`src/rtl/instruction_fetch_unit.sv`:
```
// instruction_fetch_unit
// Holds the program counter, issues synchronous instruction-memory reads and
// buffers returned words in a 2-entry queue presented with a valid/ready
// handshake. Redirects from execute reload the PC and discard stale fetches.
// Optional feature macro: FETCH_MISALIGN_CHECK_EN (misaligned redirect traps
// into a halt state with a sticky MisalignErr flag).

module instruction_fetch_unit #(
    parameter int          ADDR_WIDTH = 10,
    parameter int unsigned RESET_PC   = 0
) (
    input  logic                  Clk,
    input  logic                  Rst,
    output logic                  ImemRdEn,
    output logic [ADDR_WIDTH-1:0] ImemAddr,
    input  logic [31:0]           ImemData,
    output logic                  IssueValid,
    input  logic                  IssueReady,
    output logic [31:0]           Instruction,
    output logic [5:0]            OpCode,
    output logic [31:0]           PCPlus4,
    input  logic                  Redirect,
    input  logic [31:0]           RedirectTarget,
    output logic                  MisalignErr
);

    typedef enum logic [1:0] {S_RESET, S_RUN, S_FLUSH, S_HALT} state_t;

    state_t                state;
    state_t                state_next;
    logic [ADDR_WIDTH-1:0] pc;
    logic                  inflight;
    logic [ADDR_WIDTH-1:0] inflight_addr;
    logic [1:0]            count;
    logic [31:0]           q_data0;
    logic [31:0]           q_data1;
    logic [ADDR_WIDTH-1:0] q_addr0;
    logic [ADDR_WIDTH-1:0] q_addr1;

    logic                  issue_valid;
    logic                  rd_en;
    logic                  pop;
    logic [2:0]            occupancy;
    logic                  redirect_take;
    logic                  bad_target;
    logic                  write_en;

    // Handshake, read-issue decision and next-state decode
    always_comb begin
        state_next    = state;
        issue_valid   = 1'b0;
        rd_en         = 1'b0;
        pop           = 1'b0;
        occupancy     = 3'd0;
        redirect_take = 1'b0;
        bad_target    = 1'b0;

        redirect_take = Redirect && ((state == S_RUN) || (state == S_FLUSH));
`ifdef FETCH_MISALIGN_CHECK_EN
        bad_target = redirect_take && (RedirectTarget[1:0] != 2'b00);
`endif
        issue_valid = (state == S_RUN) && (count != 2'd0);
        pop         = issue_valid && IssueReady;
        occupancy   = {1'b0, count} + {2'b00, inflight} - {2'b00, pop};
        rd_en       = (state == S_RUN) && !Redirect && (occupancy < 3'd2);

        case (state)
            S_RESET: state_next = S_RUN;
            S_RUN: begin
                if (bad_target)
                    state_next = S_HALT;
                else if (Redirect)
                    state_next = S_FLUSH;
            end
            S_FLUSH: begin
                if (bad_target)
                    state_next = S_HALT;
                else if (!Redirect)
                    state_next = S_RUN;
            end
            S_HALT:  state_next = S_HALT;
            default: state_next = S_RESET;
        endcase
    end

    // Returning data is dropped when a redirect lands in its arrival cycle
    assign write_en = inflight && !redirect_take;

    assign IssueValid  = issue_valid;
    assign ImemRdEn    = rd_en;
    assign ImemAddr    = pc;
    assign Instruction = issue_valid ? q_data0 : 32'd0;
    assign OpCode      = Instruction[31:26];
    assign PCPlus4     = issue_valid ? ({{(30-ADDR_WIDTH){1'b0}}, q_addr0, 2'b00} + 32'd4) : 32'd0;

    // State register
    always_ff @(posedge Clk) begin
        if (Rst)
            state <= S_RESET;
        else
            state <= state_next;
    end

    // Program counter and the single outstanding memory read
    always_ff @(posedge Clk) begin
        if (Rst) begin
            pc            <= ADDR_WIDTH'(RESET_PC);
            inflight      <= 1'b0;
            inflight_addr <= '0;
        end else begin
            if (redirect_take)
                pc <= RedirectTarget[ADDR_WIDTH+1:2];
            else if (rd_en)
                pc <= pc + ADDR_WIDTH'(1);
            inflight <= rd_en;
            if (rd_en)
                inflight_addr <= pc;
        end
    end

    // Two-entry issue queue, entry 0 is the head; a redirect keeps only the
    // word handed over in the same cycle, which has already left the queue
    always_ff @(posedge Clk) begin
        if (Rst) begin
            count   <= 2'd0;
            q_data0 <= 32'd0;
            q_data1 <= 32'd0;
            q_addr0 <= '0;
            q_addr1 <= '0;
        end else if (redirect_take) begin
            count <= 2'd0;
        end else if (pop && write_en) begin
            if (count == 2'd2) begin
                q_data0 <= q_data1;
                q_addr0 <= q_addr1;
                q_data1 <= ImemData;
                q_addr1 <= inflight_addr;
            end else begin
                q_data0 <= ImemData;
                q_addr0 <= inflight_addr;
            end
        end else if (pop) begin
            q_data0 <= q_data1;
            q_addr0 <= q_addr1;
            count   <= count - 2'd1;
        end else if (write_en) begin
            if (count == 2'd0) begin
                q_data0 <= ImemData;
                q_addr0 <= inflight_addr;
            end else begin
                q_data1 <= ImemData;
                q_addr1 <= inflight_addr;
            end
            count <= count + 2'd1;
        end
    end

`ifdef FETCH_MISALIGN_CHECK_EN
    logic misalign;
    logic unused_target_bits;

    // Sticky misaligned-redirect flag, cleared only by reset
    always_ff @(posedge Clk) begin
        if (Rst)
            misalign <= 1'b0;
        else if (bad_target)
            misalign <= 1'b1;
    end

    assign MisalignErr        = misalign;
    assign unused_target_bits = ^RedirectTarget[31:ADDR_WIDTH+2];
`else
    logic unused_target_bits;

    assign MisalignErr        = 1'b0;
    assign unused_target_bits = ^{RedirectTarget[31:ADDR_WIDTH+2], RedirectTarget[1:0]};
`endif

endmodule

```
`config.mk`:
```
export PLATFORM = sky130hd
export DESIGN_NAME = instruction_fetch_unit
export DESIGN_NICKNAME = d
export VERILOG_FILES = /design/src/rtl/instruction_fetch_unit.sv
export SDC_FILE = /design/constraint.sdc
export NUM_CORES = 1
export LEC_CHECK = 0
export CAP_MARGIN = 15
export CORE_MARGIN = 4
export CORE_UTILIZATION = 30
export CTS_BUF_LIST = sky130_fd_sc_hd__clkbuf_8
export DETAILED_ROUTE_END_ITERATION = 10
export PLACE_DENSITY = 0.67
export SLEW_MARGIN = 5
export SYNTH_ARGS = -nofsm -noshare
export SYNTH_HDL_FRONTEND = slang
export SYNTH_SLANG_ARGS = --single-unit
export TNS_END_PERCENT = 10
```
`constraint.sdc`:
```
create_clock -name Clk -period 8.29 [get_ports Clk]
set_input_delay 1.658 -clock Clk [delete_from_list [all_inputs] [get_ports Clk]]
set_output_delay 1.658 -clock Clk [all_outputs]
set_load 0.02 [all_outputs]
```
==> results of run 1 <==
## worst max-delay path: stages
cell	delay [ns]
clkdlybuf4s50_1	0.53
and4b_1	0.26
a21o_1	0.13
nand2_1	0.08
fa_1	0.43
xor2_2	0.20
nand4bb_1	0.58
inv_1	0.55
clkdlybuf4s50_1	0.70
## registers in the layout (all words and copies together), names as in the netlist
signal and count:
count 2, ImemAddr 10, q_addr0 10, state 2, q_data0 32, inflight 1, inflight_addr 10, q_data1 32
q_addr1 10
## per-stage QoR
stage	setup WS (ns)	area (um^2)	power, uW	hold slack, ns	utilization [%]
final	1.52	6460	1130	0.461	38.4
after global routing	1.27	6460	1190	0.477	38.4
after CTS	1.51	6460	1150	0.462	38.4
after detailed placement	1.54	6250	794	0.447	37.2
after global placement	1.53	6250	791	0.441	37.2
after floorplan	3.32	5280	732	0.437	-
## power breakdown
part,switching [uW],internal (uW),total [uW]
registers,33.8,557,591
clock network,203,148,351
logic,107,82.8,190
total,344,788,1130
## layer usage
metal / up-vias / global-route usage (%) / part of all wire [%] / wire [um]
li1: 2317 / - / - / -
met1: 2018 / 17.5 / 48 / 5980
met2: 110 / 20.0 / 45 / 5700
met3: 10 / 3.29 / 5.9 / 735
met4: 0 / 3.67 / 1.1 / 133
met5: - / 0 / 0 / 0
## final cells by class
cell class / instances / area [um^2] / area share (%)
clock inverter: 7 / 87.6 / 1.36
clock buffer: 9 / 124 / 1.92
inverter: 6 / 22.5 / 0.349
timing repair buffer: 111 / 1100 / 17.0
tap: 220 / 275 / 4.26
sequential: 109 / 2180 / 33.8
multi-input combinational: 495 / 2670 / 41.4
## how the worst max path moves through the flow
| stage | startpoint | end |
|---|---|---|
| after floorplan | IssueReady | ImemRdEn |
| after CTS | IssueReady | ImemRdEn |
| after global placement | IssueReady | ImemRdEn |
| final | IssueReady | ImemRdEn |
| after global routing | IssueReady | ImemRdEn |
| after detailed placement | IssueReady | ImemRdEn |
## placed cells by master (no fill, tap or decap), drive strengths merged, types with 2 or more instances in the layout
cell type	count
a211oi	6
a21o	2
a21oi	56
a311oi	44
and2	33
and4	3
and4b	2
buf	6
clkbuf	9
clkdlybuf4s50	105
conb	22
dfxtp	109
ha	5
inv	11
nand2	202
nand2b	2
nand3	4
nand4	4
nor2	64
nor3	6
nor4	3
o211ai	2
xnor2	10
xor2	6
## logic make-up after synthesis
group,share of synthesized area [%]
mux,0.409
fa+ha+maj,1.59
xor+xnor,2.84
compound gates,17.1
buf+inv,9.01
flops,41.9
other cells,0.0720
simple gates,27.0
==> metrics.yaml, run 1 <==
synth_edf_count: 0
rsz0062_at_grt: "false"
finClkSkew_ns: 0.0178
gp_routability_congestion: 0.777
yosysMostFrequentCell: "nand2_1"
nFillCells: 1772
holdBufCountCts: 0
die_h_um: 140
drv_slew: 0
finalHoldViolations: 0
ys_top_cells_by_count: "nand2_1, dfxtp_1, nor2_1"
drv_cap: 0
status: "completed"
hold_start: "q_data1[20]"
ys_types: 47
finalNetCount: 806
vias: 4455
tns_ns: 0
clock_latency_ns: 0.39
reg2reg_setup_slack_ns: 4.79
synth_area_leaders: "dfxtp_1, nand2_1, a311oi_1"
ctsRootBufferMaster: "clkbuf_8"
antenna_found_initial: 0
yosysWarnings: 0
routed_via_density: 4.66
min_to: "q_data1[20]"
numCtsBuffers: 9
worst_pin_slew_ns: 1.01
drive_above_1_share_pct: 5.16
grt_max_degree: 85
relSlewSlack_pct: 32.5
dp_hpwl_um: 8110
ctsResizeCount: 0
static-leakage-power_uw: 0.00214
r2r-start: "state[0]"
track_usage_pct: 12.8
worstSetupEndpointType: "primary output"
finalSetupViolations: 0
netlist.area_leader.share_pct: 41.9
reg2regPathDepth: 10
clk_path_buf_depth: 2
cts.clk_slew.worst_paths_ns: 0.10
drc: 0
min-delay-path-class: "reg2reg"
finalCritPeriodShare_pct: 81.7
ys_ff_latch: 109
post-place-cells: 941
syn_inst: 668
htree_levels: 3
post_cts_buffers: 0
r2r_end: "ImemAddr[2]"
finalCriticalPeriod_ns: 6.77
port_buffers: 106
fin_cells: 957
power_density_nw_per_um2: 175
cts.sinks: 109
wire_per_inst_um: 13.1
area_growth_pct: 24.1
drtIter0Drc: 256
rows: 47
cts_tree: "yes"
start_util_pct: 30.9
die_x_um: 140
die_area_um2: 19500
grt_pass1_wl_um: 20600
ant_nets: 0
coreArea_um2: 16800
synth.largest_area_cell: "dfxtp_1"
cp_max_fo: 15
ys_seq_area_share_pct: 41.9
synth_flop_cell: "dfxtp_1"
path_class: "in2out"
critPathLaunchType: "primary input"
firstDrtPassIters: 8
cp.required_ns: 6.63
grt_pass1_vias: 3954
grt_overflow_total: 0
fmax_mhz: 148
ir_drop_v: 0.0000917
crit_arrival_ns: 5.11
ys_async_sr_fraction_pct: 0
netlist_area_um2: 5200
io_pins: 151
wl_um: 12600
syn_area_per_cell_um2: 7.79
antenna_cells: 0
holdPathStages: 2
Note: power is estimated with default switching activity, not from simulation.
==> inputs of run 2 (changes only) <==
clock period = 7 ns   (was 8.29 ns; I/O delays follow)
==> run 2 against run 1 <==
  * Clock power rose by 8.0%
  * Highest routed layer unchanged
  * Count of clock-buffer cells in the layout rose by 1
  * Critical endpoint unchanged
  * First-iteration DRC count fell by 21%
  * Final cell count rose by 0.10%
  * Sequential power rose by 18%
  * Combinational power rose by 20%
  * Sequential share of layout area rose by 0.072 points
  * Flip-flop and latch count did not move
  * Routed wire length rose by 0.73%
  * Via count fell by 0.22%
==> metrics.yaml, run 2 (same netlist as run 1, synthesis figures left out) <==
finalHoldViolations: 0  # unchanged
switching_share_pct: 30.7  # +0.28 points
cp_max_fo: 13  # -2
rows: 47  # unchanged
numCtsBuffers: 9  # unchanged
finClkSkew_ns: 0.0145  # -0.00332 ns
critPathLaunchType: "primary input"
clk_path_buf_depth: 2  # unchanged
ctsResizeCount: 0  # unchanged
rsz0062_at_grt: "false"
finalSetupViolations: 0  # unchanged
area_growth_pct: 23.8
pwr-share-clk_pct: 29.0  # -2.0 points
crit_family: "buffers and inverters"
start_util_pct: 30.9  # unchanged
drive_above_1_share_pct: 5.28  # +0.13 points
path_buf_inv: 3  # unchanged
io_pins: 151  # unchanged
die_x_um: 140  # unchanged
grt_pass1_wl_um: 20500  # -0.70%
grt_pass1_vias: 3986  # +0.81%
p_seq_share_pct: 53.5  # +1.3 points
antenna_cells: 0  # unchanged
gp_routability_congestion: 0.710  # -8.6%
r2r-start: "state[0]"
wire_per_inst_um: 13.2  # +0.63%
vias: 4445  # -0.22%
drv_slew: 0  # unchanged
htree_levels: 3  # unchanged
worstSetupEndpointType: "primary output"
startpoint: "IssueReady"
layout_commonest_cell: "nand2_1"
clock_latency_ns: 0.39  # about the same
cts.clk_slew.worst_paths_ns: 0.09  # about the same
finalCritPeriodShare_pct: 83.4
path_class: "in2out"
static-leakage-power_uw: 0.00213  # -0.29%
firstDrtPassIters: 4  # -4
power_density_nw_per_um2: 202  # +16%
die_area_um2: 19500  # unchanged
grt_overflow_total: 0  # unchanged
crit_slowest_cell: "clkdlybuf4s50_1"
drtIter0Drc: 202  # -21%
routed_via_density: 4.64  # -0.33%
wl_um: 12600  # +0.73%
holdBufCountCts: 0  # unchanged
p_comb_share_pct: 17.5  # +0.7 points
ir_drop_v: 0.0000985  # +7.4%
crit_arrival_ns: 4.44  # -0.67 ns
reg.largest.list: "q_data0 (32), q_data1 (32)"
cpMostUsedCell: "clkdlybuf4s50_1"
layout_common_cells: "nand2_1, dfxtp_1, clkdlybuf4s50_1"
grt_max_degree: 63  # -26%
post_cts_buffers: 0  # unchanged
fmax_mhz: 171
switchingPower_uw: 401  # +16%
cts.sinks: 109  # unchanged
worst_pin_slew_ns: 1.02  # +0.00948 ns
die_h_um: 140  # unchanged
crit_chain: "clkdlybuf4s50_1 -> and4b_1 -> a21o_1 -> nand2_1 -> fa_1 -> xor2_2 -> nand4bb_1 -> inv_1 -> clkdlybuf4s50_1"
tns_ns: 0  # unchanged
track_usage_pct: 12.8  # -0.023 points
ant_nets: 0  # unchanged
antenna_found_initial: 0  # unchanged
ctsRootBufferMaster: "clkbuf_8"
finalNetCount: 807  # +0.12%
dp_hpwl_um: 8190  # +1.1%
coreArea_um2: 16800  # unchanged
min-delay-path-class: "reg2reg"
drv_cap: 0  # unchanged
drc: 0  # unchanged
hold_start: "q_data1[23]"
port_buffers: 106  # unchanged
cp.required_ns: 5.60  # -1.03 ns
post-place-cells: 942  # +0.11%
relSlewSlack_pct: 31.9  # -0.63 points
cts_tree: "yes"
internal_power_uw: 905  # +15%
status: "completed"
slowest_delay_ns: 0.63  # -0.07 ns
finalCriticalPeriod_ns: 5.84
fin_cells: 958  # +0.10%
-- run 2: final timing paths --
path / endpoint / slack (ns) / cells after the start
max: ImemRdEn / 1.16 / 9
min reg2reg: q_data1[23] / 0.46 / 2
min: q_data1[23] / 0.46 / 2
max reg2reg: ImemAddr[2] / 3.66 / 11
-- run 2: metrics by stage --
| stage | cell area [um^2] | worst slack (ns) | hold slack (ns) | util (%) | power [uW] |
|---|---|---|---|---|---|
| floorplan | 5280 | 2.54 | 0.437 | - | 867 |
| global placement | 6260 | 1.13 | 0.442 | 37.2 | 939 |
| detailed placement | 6260 | 1.14 | 0.447 | 37.2 | 941 |
| CTS | 6450 | 1.15 | 0.462 | 38.3 | 1320 |
| global route | 6450 | 0.954 | 0.473 | 38.3 | 1380 |
| finish | 6450 | 1.16 | 0.460 | 38.3 | 1310 |
-- run 2: power groups by stage --
| stage | Combinational [uW] | Sequential [uW] | Clock, uW |
|---|---|---|---|
| after global routing | 256 | 705 | 415 |
| after global placement | 226 | 713 | 0 |
| after detailed placement | 229 | 712 | 0 |
| after CTS | 230 | 698 | 395 |
| after floorplan | 154 | 712 | 0 |
| final | 228 | 698 | 379 |
-- run 2: area by class of cell --
cell class,instances,area [um^2]
well taps,220,275
clock inverters,6,52.6
inverters,6,22.5
repair buffers,112,1100
multi-input cells,495,2670
fillers,1736,10400
flip-flops and latches,109,2180
clock buffers,10,138
-- run 2: worst register-to-register path: cells and delay by family, from the launching register on --
| family | cells | cell delay [ns] |
|---|---|---|
| fa+ha+maj | 2 | 0.79 |
| xor+xnor | 1 | 0.28 |
| buf+inv | 2 | 0.34 |
| simple gates | 3 | 0.86 |
| compound gates | 3 | 0.62 |
| flops | 1 | 0.39 |
-- run 2: layer usage --
metal | global-route usage [%] | vias up | routed length, um
li1 | - | 2319 | -
met1 | 17.0 | 2015 | 6010
met3 | 4.39 | 10 | 755
met2 | 20.0 | 101 | 5750
met4 | 2.91 | 0 | 130
met5 | 0 | - | 0
